### src/rtl/fir_decim_pkg.sv
// fir_decim_pkg
// Shared types and helpers for the FIR output decimator and its skid buffer.
//   clog2_min1   : ceil(log2(n)) but never below 1, for counter widths
//   axis_beat_t  : one AXI-Stream beat (signed sample + tlast) at the FIR width
//   DECIM_MAX    : largest supported decimation factor
package fir_decim_pkg;

   localparam int DECIM_MAX      = 256;
   localparam int FIR_DATA_WIDTH = 16;

   typedef struct packed {
      logic signed [FIR_DATA_WIDTH-1:0] data;
      logic                             last;
   } axis_beat_t;

   function automatic int clog2_min1(input int n);
      return (n <= 2) ? 1 : $clog2(n);
   endfunction

endpackage

### src/rtl/axis_skid_buffer.sv
// axis_skid_buffer
// Two-entry registered AXI-Stream buffer: an output register plus one skid
// entry. Both in_ready and out_valid come straight from flops, so neither
// side sees a combinational path from the other.
// Ports:
//   clk, reset         : clock, asynchronous active-low reset
//   in_data/in_valid   : upstream beat (WIDTH bits, opaque payload)
//   in_ready           : upstream ready, low only while the skid entry is full
//   out_data/out_valid : registered downstream beat
//   out_ready          : downstream ready
module axis_skid_buffer #(
   parameter int WIDTH = 17
) (
   input  logic             clk,
   input  logic             reset,
   input  logic [WIDTH-1:0] in_data,
   input  logic             in_valid,
   output logic             in_ready,
   output logic [WIDTH-1:0] out_data,
   output logic             out_valid,
   input  logic             out_ready
);

   logic [WIDTH-1:0] skid_data;
   logic             skid_full;
   logic             load_out;
   logic             in_fire;

   assign load_out = !out_valid || out_ready;
   assign in_fire  = in_valid && in_ready;
   assign in_ready = !skid_full;

   always_ff @(posedge clk or negedge reset) begin
      if (!reset) begin
         out_data  <= '0;
         out_valid <= 1'b0;
         skid_data <= '0;
         skid_full <= 1'b0;
      end else begin
         if (load_out) begin
            // A full skid entry always drains first; in_ready was low, so no
            // new beat can arrive in the same cycle.
            if (skid_full) begin
               out_data  <= skid_data;
               out_valid <= 1'b1;
               skid_full <= 1'b0;
            end else begin
               out_valid <= in_fire;
               if (in_fire) begin
                  out_data <= in_data;
               end
            end
         end else if (in_fire) begin
            skid_data <= in_data;
            skid_full <= 1'b1;
         end
      end
   end

endmodule

### src/rtl/fir_output_decimator.sv
// fir_output_decimator
// Decimates the FIR output stream by DECIM, always preserving frame ends.
// Default build: keeps the beat at phase 0 and any tlast beat (pick-first).
// With FIR_DECIM_AVG_EN defined: boxcar average over each phase window,
// emitted at phase DECIM-1 or tlast, scaled by >>> $clog2(DECIM).
// Ports:
//   clk, reset                          : clock, asynchronous active-low reset
//   s_axis_tdata/tvalid/tready/tlast    : input stream from the FIR
//   m_axis_tdata/tvalid/tready/tlast    : decimated output stream
module fir_output_decimator
   import fir_decim_pkg::*;
#(
   parameter int DATA_WIDTH = 16,
   parameter int DECIM      = 2
) (
   input  logic                  clk,
   input  logic                  reset,
   input  logic [DATA_WIDTH-1:0] s_axis_tdata,
   input  logic                  s_axis_tvalid,
   output logic                  s_axis_tready,
   input  logic                  s_axis_tlast,
   output logic [DATA_WIDTH-1:0] m_axis_tdata,
   output logic                  m_axis_tvalid,
   input  logic                  m_axis_tready,
   output logic                  m_axis_tlast
);

   localparam int            PW         = clog2_min1(DECIM);
   localparam logic [PW-1:0] PHASE_LAST = PW'(DECIM - 1);

   if (DECIM < 1 || DECIM > DECIM_MAX) begin : g_bad_decim
      $error("fir_output_decimator: DECIM out of range 1..256");
   end

   logic [PW-1:0]         phase;
   logic                  in_fire;
   logic                  phase_end;
   logic                  fwd_valid;
   logic [DATA_WIDTH-1:0] fwd_data;
   logic [DATA_WIDTH:0]   out_beat;

   assign in_fire   = s_axis_tvalid && s_axis_tready;
   assign phase_end = (phase == PHASE_LAST);

   // A tlast beat restarts the window so the next frame begins at phase 0.
   always_ff @(posedge clk or negedge reset) begin
      if (!reset) begin
         phase <= '0;
      end else if (in_fire) begin
         if (s_axis_tlast || phase_end) begin
            phase <= '0;
         end else begin
            phase <= phase + PW'(1);
         end
      end
   end

`ifdef FIR_DECIM_AVG_EN
   localparam int SH = $clog2(DECIM);
   localparam int AW = DATA_WIDTH + PW;

   if ((DECIM & (DECIM - 1)) != 0) begin : g_bad_pow2
      $error("fir_output_decimator: averaging needs DECIM to be a power of two");
   end

   logic signed [AW-1:0] acc;
   logic signed [AW-1:0] acc_sum;

   assign acc_sum   = acc + {{PW{s_axis_tdata[DATA_WIDTH-1]}}, s_axis_tdata};
   assign fwd_valid = in_fire && (phase_end || s_axis_tlast);
   // Arithmetic shift floors toward -inf; partial windows use the same scale.
   assign fwd_data  = DATA_WIDTH'(acc_sum >>> SH);

   always_ff @(posedge clk or negedge reset) begin
      if (!reset) begin
         acc <= '0;
      end else if (in_fire) begin
         acc <= fwd_valid ? '0 : acc_sum;
      end
   end
`else
   assign fwd_valid = in_fire && ((phase == '0) || s_axis_tlast);
   assign fwd_data  = s_axis_tdata;
`endif

   // Dropped beats never reach the buffer, so they cost no storage.
   axis_skid_buffer #(
      .WIDTH(DATA_WIDTH + 1)
   ) u_skid (
      .clk       (clk),
      .reset     (reset),
      .in_data   ({s_axis_tlast, fwd_data}),
      .in_valid  (fwd_valid),
      .in_ready  (s_axis_tready),
      .out_data  (out_beat),
      .out_valid (m_axis_tvalid),
      .out_ready (m_axis_tready)
   );

   assign m_axis_tlast = out_beat[DATA_WIDTH];
   assign m_axis_tdata = out_beat[DATA_WIDTH-1:0];

endmodule

### config.mk
export PLATFORM = sky130hd
export DESIGN_NAME = fir_output_decimator
export DESIGN_NICKNAME = d
export VERILOG_FILES = /design/src/rtl/fir_decim_pkg.sv /design/src/rtl/axis_skid_buffer.sv /design/src/rtl/fir_output_decimator.sv
export SDC_FILE = /design/constraint.sdc
export NUM_CORES = 1
export LEC_CHECK = 0
export CORE_ASPECT_RATIO = 0.6
export CORE_UTILIZATION = 55
export CTS_BUF_LIST = sky130_fd_sc_hd__clkbuf_2 sky130_fd_sc_hd__clkbuf_4 sky130_fd_sc_hd__clkbuf_8
export CTS_CLUSTER_DIAMETER = 60
export DETAILED_ROUTE_END_ITERATION = 16
export HOLD_SLACK_MARGIN = 0.02
export MAX_ROUTING_LAYER = met4
export PLACE_DENSITY = 0.85
export SKIP_CTS_REPAIR_TIMING = 1
export SLEW_MARGIN = 30
export SYNTH_ARGS = -nofsm -noshare
export SYNTH_HDL_FRONTEND = slang
export SYNTH_SLANG_ARGS = --single-unit
### constraint.sdc
create_clock -name clk -period 2.5 [get_ports clk]
set_input_delay 0.5 -clock clk [delete_from_list [all_inputs] [get_ports clk]]
set_output_delay 0.5 -clock clk [all_outputs]
set_load 0.005 [all_outputs]
==> results by group, run 1 <==
GRT
  – First-pass GRT wire length: just under 5000 µm
  – Largest net degree at the start of global routing: 38
  – Number of global-route vias before repair: ~1000
  – GR Overflow Total: 0
  – Total GRT Usage: 0.212
  – Initial antenna violation count: 0

Clock tree
  – CTS root buffer: clkbuf_8
  – Clock insertion delay at the later pin of the skew report: between 0.2 and 0.3 ns
  – Reg clk slew, reported paths: 0.07 ns
  – CTS Buf Count: 5
  – CTS tree: done
  – Clock Sinks: 37
  – H-tree depth: 2
  – Clock Tree Buf Depth: 2

Die
  – Num ports: 40
  – Die H: roughly 45 µm
  – Initial Util: 0.586
  – Die footprint: around 3300 µm²
  – Rows: 15
  – Die width: between 70 and 80 µm
  – Core area: around 2900 µm²

Yosys
  – Syn. warnings: 0
  – Post-synthesis sequential area ratio: 0.543
  – Syn nets: roughly 130
  – Cell area after synthesis: approximately 1700 µm²
  – Number of synthesized register bits: 37
  – Synth cell types: 17
  – Gate Count Post-Synth: around 110
  – Syn Area/Cell: ~16 µm²

Setup path
  – Reg2Reg Depth: 4
  – Crit end category: output port
  – Crit Reg-Reg Startpoint: u_skid.skid_full
  – Flop2flop setup slack: around 0.8 ns
  – Crit Path Class: register to output port
  – Crit path DAT: about 1.5 ns
  – Critical path launch point type: register
  – Critical Path Start: u_skid.skid_full
  – Reg2reg end: u_skid.out_data[13]
  – CP required: roughly 2.0 ns
  – Worst-path maximum fanout: 13
  – Setup crit end: s_axis_tready

Outcome
  – Status: complete, no violations

Run
  – Max_cap viols: 0

Finish
  – Share of cells above drive strength 1: 0.444
  – Most frequent cells in the layout: 42 x mux2_2, 38 x clkdlybuf4s50_1, 37 x dfrtp_1, 10 x mux2_4, 6 x clkbuf_8
  – # diodes: 0
  – Area grow syn2layout: 29.4%
  – Most common cell after layout, fill and taps aside: mux2_2
  – Nets: between 150 and 200

Power
  – VDD IR-drop max: approximately 530 µV
  – Leakage power: 0.938 nW
  – Cell Pwr Density: roughly 940 nW/µm²

Placement
  – GP Congestion: ~0.75
  – Final HPWL DP: approximately 2100 µm
  – Port Buffer Count: 39

Timing
  – Worst-Margin Slew: about 0.79 ns
  – RSZ-0062 raised after global routing: no
  – Fin. Hold Viols: 0
  – Post-Route Skew: approximately 0.0046 ns
  – TNS Setup: 0 ns
  – Min cycle time layout: 2.01 ns
  – Setup-failing EPs final: 0
  – Max Slew Vio Count: 0
  – Hold slack final: roughly 0.3 ns
  – Fmax: about 500 MHz
  – Final worst path period share: 0.803
  – Relative slew slack: 0.471

Detailed routing
  – 1st-iter DRT viols: 28
  – Routed len/inst: 15.6 µm
  – DRC Markers: 0
  – Routed wire length: roughly 3000 µm
  – Via density: roughly 5
  – Final ANT Viol Nets: 0
  – Pre-antenna DRT Iters: 4
  – DR vias: 993

Worst hold path
  – HP Class: primary input to asynchronous set/reset pin
-- synthesized netlist by cell type --
master | instances | share of area
a21oi_1 | 1 | 0.0029
and2b_1 | 1 | 0.0044
buf_12 | 1 | 0.012
buf_4 | 1 | 0.0044
buf_6 | 2 | 0.013
dfrtp_1 | 37 | 0.54
inv_1 | 1 | 0.0022
mux2_2 | 42 | 0.28
mux2_4 | 10 | 0.088
nand2_1 | 1 | 0.0022
nand2b_1 | 1 | 0.0037
nand3_4 | 1 | 0.010
nor2_1 | 3 | 0.0066
nor2b_4 | 1 | 0.0081
nor3_4 | 1 | 0.0095
nor3b_2 | 1 | 0.0073
or2b_1 | 1 | 0.0044
-- metrics by stage --
stage / setup WS [ns] / cells / utilization / total power, mW / cell area, µm²
4_1_cts: 0.474 / 193 / 0.758 / 2.08 / 2200
3_3_place_gp: 0.474 / 186 / 0.727 / 1.62 / 2110
5_1_grt: 0.427 / 193 / 0.758 / 2.18 / 2200
6_report: 0.491 / 193 / 0.758 / 2.06 / 2200
2_1_floorplan: 1.00 / 106 / - / 1.32 / 1700
3_5_place_dp: 0.412 / 186 / 0.727 / 1.66 / 2110
-- power by group --
group	switching [mW]	internal, mW
Clock	0.186	0.229
Combinational	0.201	0.497
Sequential	0.127	0.824
Total	0.513	1.55
-- cells by family (layout without fill, tap and decap cells) --
logic type,Yosys count,in the layout,share of synthesized area
DFF,37,37,0.543
and+or+nand+nor,11,11,0.0565
AOI/OAI and AO/OA,1,1,0.00293
muxes,52,52,0.366
buffers and inverters,5,50,0.0316
-- critical path, stage by stage (launching register included) --
cell and delay [ns]:
dfrtp_1 0.66, inv_1 0.10, clkdlybuf4s50_1 0.46
-- layer usage --
| metal | up-vias | global-route usage | part of all wire |
|---|---|---|---|
| met5 | - | - | 0 |
| met4 | 0 | 0.0577 | 0.0056 |
| met3 | 2 | 0.0536 | 0.031 |
| met2 | 21 | 0.339 | 0.50 |
| met1 | 504 | 0.273 | 0.46 |
| li1 | 466 | - | - |
-- flip-flops by register name, indices dropped and copies added, names as in the netlist --
register          cells
phase                 1
u_skid.out_data      17
u_skid.out_valid      1
u_skid.skid_data     17
u_skid.skid_full      1
-- area by class of cell --
cell class,count,area (µm²)
well taps,42,52.6
inverters,1,3.75
fillers,174,704
multi-input cells,64,724
repair buffers,42,408
flip-flops and latches,37,926
clock buffers,7,90.1
-- how the worst min path moves through the flow --
stage / startpoint / endpoint / slack [ns] / cells after the start
final: reset / u_skid.out_data[10] / 0.31 / 1
after global routing: reset / u_skid.out_data[16] / 0.38 / 1
after CTS: reset / u_skid.out_data[3] / 0.33 / 1
after global placement: u_skid.skid_data[4] / u_skid.skid_data[4] / 0.48 / 1
after floorplan: reset / phase / 0.20 / 0
after detailed placement: u_skid.skid_data[2] / u_skid.skid_data[2] / 0.49 / 1
Power figures use the tool's default switching activity.
==> run 2, diff against run 1 <==
--- a/config.mk
+++ b/config.mk
@@ -6,13 +6,13 @@
 export NUM_CORES = 1
 export LEC_CHECK = 0
 export CORE_ASPECT_RATIO = 0.6
-export CORE_UTILIZATION = 55
+export CORE_UTILIZATION = 46
 export CTS_BUF_LIST = sky130_fd_sc_hd__clkbuf_2 sky130_fd_sc_hd__clkbuf_4 sky130_fd_sc_hd__clkbuf_8
 export CTS_CLUSTER_DIAMETER = 60
 export DETAILED_ROUTE_END_ITERATION = 16
 export HOLD_SLACK_MARGIN = 0.02
 export MAX_ROUTING_LAYER = met4
-export PLACE_DENSITY = 0.85
+export PLACE_DENSITY = 0.76
 export SKIP_CTS_REPAIR_TIMING = 1
 export SLEW_MARGIN = 30
 export SYNTH_ARGS = -nofsm -noshare
==> constraint.sdc (replaced) <==
create_clock -name clk -period 1.6 [get_ports clk]
set_input_delay 0.32 -clock clk [delete_from_list [all_inputs] [get_ports clk]]
set_output_delay 0.32 -clock clk [all_outputs]
set_load 0.005 [all_outputs]
==> results by group, run 2 (synthesis results as in run 1) <==
Die
  – Core area: approximately 3400 µm²
  – Num ports: 40
  – Rows: 16
  – Die width: around 80 µm
  – Die H: a little under 50 µm
  – Initial Util: 0.504
  – Die footprint: 3960 µm²

Detailed routing
  – DRC Markers: 0
  – Routed len/inst: 14.9 µm
  – 1st-iter DRT viols: 65
  – Via density: about 5
  – DR vias: roughly 1000
  – Routed wire length: slightly above 3000 µm
  – Final ANT Viol Nets: 0
  – Pre-antenna DRT Iters: 2

Power
  – VDD IR-drop max: around 730 µV
  – Reg power frac: 0.443
  – Logic pwr share: 0.344
  – Leakage power: 1.00 nW
  – Clk pwr share: 0.212
  – Internal power: roughly 2.5 mW
  – Psw: approximately 0.83 mW
  – Cell Pwr Density: ~1400 nW/µm²
  – Switching Share: 0.250
  – Power, Total: about 3.3 mW

Timing
  – Fin. Hold Viols: 0
  – RSZ-0062 raised after global routing: no
  – Relative slew slack: 0.720
  – TNS Setup: 0 ns
  – Fmax: around 650 MHz
  – Min cycle time layout: 1.54 ns
  – Worst-Margin Slew: about 0.42 ns
  – Setup-failing EPs final: 0
  – Post-Route Skew: 0.00484 ns
  – Final worst path period share: 0.961
  – Max Slew Vio Count: 0
  – Hold slack final: ~0.5 ns

Placement
  – DP Area: around 2200 µm²
  – GP Congestion: around 0.63
  – Inst Count DP: around 190
  – Port Buffer Count: 39
  – Final HPWL DP: approximately 2100 µm

Setup path
  – CP required: approximately 1.8 ns
  – Crit Path Class: primary input to register
  – Crit end category: register
  – Flop2flop setup slack: 0.08 ns
  – Critical path launch point type: primary input
  – Crit path DAT: roughly 1.7 ns
  – Worst-path maximum fanout: 17

Clock tree
  – CTS tree: done
  – Clock Sinks: 37
  – CTS Buf Count: 5
  – CTS root buffer: clkbuf_8
  – Reg clk slew, reported paths: roughly 0.070 ns
  – Clock Tree Buf Depth: 2
  – H-tree depth: 2
  – Clock insertion delay at the later pin of the skew report: between 0.2 and 0.3 ns

Worst hold path
  – HP Class: primary input to asynchronous set/reset pin

Finish
  – Design Area, Final: around 2300 µm²
  – Nets: between 150 and 200
  – Area grow syn2layout: 36.9%
  – # diodes: 0
  – Regs by FF count: u_skid.out_data: 17 flops, u_skid.skid_data: 17 flops
  – Final std cells w/o fill: ~210
  – Fill count: 232
  – Most frequent cells in the layout: 42 x mux2_2, 37 x clkdlybuf4s50_1, 36 x dfrtp_1, 10 x mux2_4, 10 x buf_4
  – Share of cells above drive strength 1: 0.481
  – Most common cell after layout, fill and taps aside: mux2_2

GRT
  – First-pass GRT wire length: roughly 5200 µm
  – Largest net degree at the start of global routing: 21
  – Number of global-route vias before repair: 1055
  – GR Overflow Total: 0
  – Initial antenna violation count: 0
  – Total GRT Usage: 0.186

Outcome
  – Status: complete, no violations

Run
  – Max_cap viols: 0
-- run 2: per-layer routing --
layer	up-vias	GRT usage	share of wire
met3	6	0.0505	0.044
li1	485	-	-
met5	-	-	0
met1	506	0.261	0.50
met2	25	0.254	0.44
met4	0	0.0744	0.015
-- run 2: final timing paths --
kind | startpoint | cells past startpoint | to
max in group asynchronous | reset | 3 | u_skid.skid_data[7]
worst min register to register | u_skid.skid_data[12] | 1 | u_skid.skid_data[12]
worst min-delay path | reset | 2 | u_skid.out_valid
min in group clk | u_skid.skid_data[12] | 1 | u_skid.skid_data[12]
worst max register to register | u_skid.skid_full | 5 | u_skid.out_data[3]
worst max-delay path | s_axis_tlast | 4 | u_skid.skid_data[1]
-- run 2: power groups by stage --
stage               logic, mW  clock network [mW]  registers, mW
floorplan               0.599                   0           1.46
global placement         1.10                   0           1.47
detailed placement       1.12                   0           1.49
CTS                      1.14               0.733           1.47
global route             1.24               0.780           1.52
finish                   1.15               0.708           1.48
-- run 2: critical path: stages --
cell and delay (ns):
clkdlybuf4s50_1 0.47, or2b_1 0.29, nand3_4 0.24, mux2_2 0.38
-- run 2: final cells by class --
class	count	area [µm²]	share of cell area
repair buffers	52	513	0.220
clock inverters	1	5.00	0.00215
clock buffers	7	96.3	0.0413
inverters	1	3.75	0.00161
well taps	45	56.3	0.0241
multi-input cells	64	731	0.313
flip-flops and latches	37	927	0.398
-- run 2: metrics by stage --
step                      setup slack, ns  utilization
final                              0.0623        0.689
after global routing              0.00453        0.689
after CTS                          -0.238        0.672
after detailed placement           -0.212        0.642
after global placement             -0.193        0.642
after floorplan                     0.104            -
==> run 3, diff against run 2 <==
--- a/config.mk
+++ b/config.mk
@@ -5,14 +5,15 @@
 export SDC_FILE = /design/constraint.sdc
 export NUM_CORES = 1
 export LEC_CHECK = 0
-export CORE_ASPECT_RATIO = 0.6
-export CORE_UTILIZATION = 46
+export ABC_AREA = 1
+export CORE_ASPECT_RATIO = 1.4
+export CORE_UTILIZATION = 30
 export CTS_BUF_LIST = sky130_fd_sc_hd__clkbuf_2 sky130_fd_sc_hd__clkbuf_4 sky130_fd_sc_hd__clkbuf_8
 export CTS_CLUSTER_DIAMETER = 60
 export DETAILED_ROUTE_END_ITERATION = 16
 export HOLD_SLACK_MARGIN = 0.02
 export MAX_ROUTING_LAYER = met4
-export PLACE_DENSITY = 0.76
+export PLACE_DENSITY = 0.53
 export SKIP_CTS_REPAIR_TIMING = 1
 export SLEW_MARGIN = 30
 export SYNTH_ARGS = -nofsm -noshare
==> results by group, run 3 <==
Yosys
  – Top cells by area, synth: dfrtp_1 55%, nand2_1 22%, o21ai_0 7.7%
  – Post-synthesis sequential area ratio: 0.550
  – Syn Area/Cell: between 8 and 9 µm²
  – Synth area leader: dfrtp_1
  – Syn nets: around 230
  – Synth cell count leaders: 97 x nand2_1, 37 x dfrtp_1, 26 x o21ai_0
  – Yosys top cell area share: 0.550
  – Number of synthesized register bits: 37
  – Most frequent cell after synthesis: nand2_1
  – Synth cell types: 16
  – Async S/R FF share, synth: 1.00
  – Syn. warnings: 0
  – Post-synth top flop: dfrtp_1
  – Cell area after synthesis: about 1700 µm²
  – Post-synth EDFFs: 0
  – Gate Count Post-Synth: 208

Setup path
  – Critical path launch point type: register
  – Crit path DAT: approximately 1.2 ns
  – Crit end category: output port
  – Buf/Inv on CP: 1
  – Chain of cells forming the critical path: clkdlybuf4s50_1
  – CP required: 1.28 ns
  – Crit Path Class: register to output port
  – CP max stage delay: ~0.5 ns
  – CP delay by family, top: buffers and inverters
  – Worst-path maximum fanout: 2
  – Crit path max-delay cell type: clkdlybuf4s50_1

GRT
  – First-pass GRT wire length: around 6300 µm
  – Initial antenna violation count: 0
  – GR Overflow Total: 0
  – Largest net degree at the start of global routing: 22
  – Number of global-route vias before repair: around 1300
  – Total GRT Usage: 0.148

Power
  – VDD IR-drop max: about 560 µV
  – Power, Total: between 3 and 4 mW
  – Leakage power: between 1 and 1.5 nW
  – Cell Pwr Density: about 1400 nW/µm²

Finish
  – Most frequent cells in the layout: 97 x nand2_1, 37 x clkdlybuf4s50_1, 36 x dfrtp_1, 26 x o21ai_0, 17 x nand3_1
  – FF/Latch Area: between 900 and 1000 µm²
  – Most common cell after layout, fill and taps aside: nand2_1
  – Design Area, Final: ~2300 µm²
  – Regs by FF count: u_skid.out_data: 17 flops, u_skid.skid_data: 17 flops
  – # diodes: 0
  – Multi-input logic area: roughly 640 µm²
  – Fill count: 551
  – Share of cells above drive strength 1: 0.109
  – Final core utilization: 0.439
  – Area grow syn2layout: 37.5%
  – Nets: roughly 280

Detailed routing
  – Routed len/inst: 11.6 µm
  – DR vias: between 1000 and 1500
  – Routed wire length: between 3000 and 4000 µm
  – 1st-iter DRT viols: 43
  – DRC Markers: 0
  – Final ANT Viol Nets: 0
  – Via density: 4.38
  – Pre-antenna DRT Iters: 4

Timing
  – Final worst path period share: 0.916
  – Setup-failing EPs final: 0
  – Worst-Margin Slew: 0.436 ns
  – TNS Setup: 0 ns
  – Min cycle time layout: between 1 and 1.5 ns
  – Worst setup margin: around 0.13 ns
  – Fmax: around 700 MHz
  – Fin. Hold Viols: 0
  – RSZ-0062 raised after global routing: no
  – Relative slew slack: 0.709
  – Max Slew Vio Count: 0
  – Post-Route Skew: approximately 0.0074 ns

Clock tree
  – Clock Tree Buf Depth: 2
  – H-tree depth: 2
  – CTS tree: done
  – Clock insertion delay at the later pin of the skew report: approximately 0.28 ns
  – CTS root buffer: clkbuf_8
  – Reg clk slew, reported paths: around 0.07 ns
  – Clock Sinks: 37
  – CTS Buf Count: 5

Worst hold path
  – HP Class: register to register

Die
  – Die width: approximately 65 µm
  – Die H: roughly 91 µm
  – Initial Util: 0.319
  – Core area: between 5000 and 6000 µm²
  – Num ports: 40
  – Rows: 31
  – Die footprint: between 5000 and 6000 µm²

Outcome
  – Status: complete, no violations

Placement
  – DP Area: roughly 2200 µm²
  – GP Congestion: about 0.77
  – Final HPWL DP: between 2000 and 3000 µm
  – DP Worst Slack: -0.0723 ns
  – Port Buffer Count: 39

Run
  – Max_cap viols: 0
## run 3: logic make-up (layout without fill, tap and decap cells)
kind of cell / count (synthesis) / in the layout / share of synthesized area
compound gates: 28 / 28 / 0.0847
buf+inv: 24 / 74 / 0.0706
flops: 37 / 37 / 0.550
simple gates: 119 / 119 / 0.295
## run 3: per-layer routing
| layer | global-route usage | wire length [µm] | vias to the layer above |
|---|---|---|---|
| li1 | - | - | 751 |
| met1 | 0.195 | 1830 | 634 |
| met2 | 0.202 | 1690 | 27 |
| met3 | 0.0354 | 105 | 6 |
| met4 | 0.0906 | 121 | 0 |
| met5 | - | 0 | - |
## run 3: final cells by class
type / instances / area share
Sequential cell: 37 / 0.400
Tap cell: 66 / 0.0357
Multi-Input combinational cell: 147 / 0.276
Timing Repair Buffer: 54 / 0.228
Inverter: 13 / 0.0211
Clock buffer: 7 / 0.0389
## run 3: report_power, final
part           internal (mW)  switching [mW]
registers               1.28           0.154
clock network          0.359           0.312
logic                  0.570           0.472
total                   2.21           0.937
## run 3: through the flow
step,hold WS [ns],instances
final,0.470,324
after global routing,0.492,324
after CTS,-0.0265,322
after detailed placement,0.290,315
after global placement,0.285,315
after floorplan,0.0244,208
## run 3: final timing paths
kind	slack, ns	depth (start not counted)	end	startpoint
setup / recovery	0.13	1	m_axis_tdata[6]	u_skid.out_data[6]
hold / removal	0.47	2	u_skid.out_data[8]	u_skid.out_data[8]
setup reg to reg	0.15	6	u_skid.skid_data[0]	u_skid.skid_full
hold reg to reg	0.47	2	u_skid.out_data[8]	u_skid.out_data[8]
max in group asynchronous	0.63	3	u_skid.out_data[7]	reset
min in group asynchronous	0.51	2	u_skid.skid_data[9]	reset
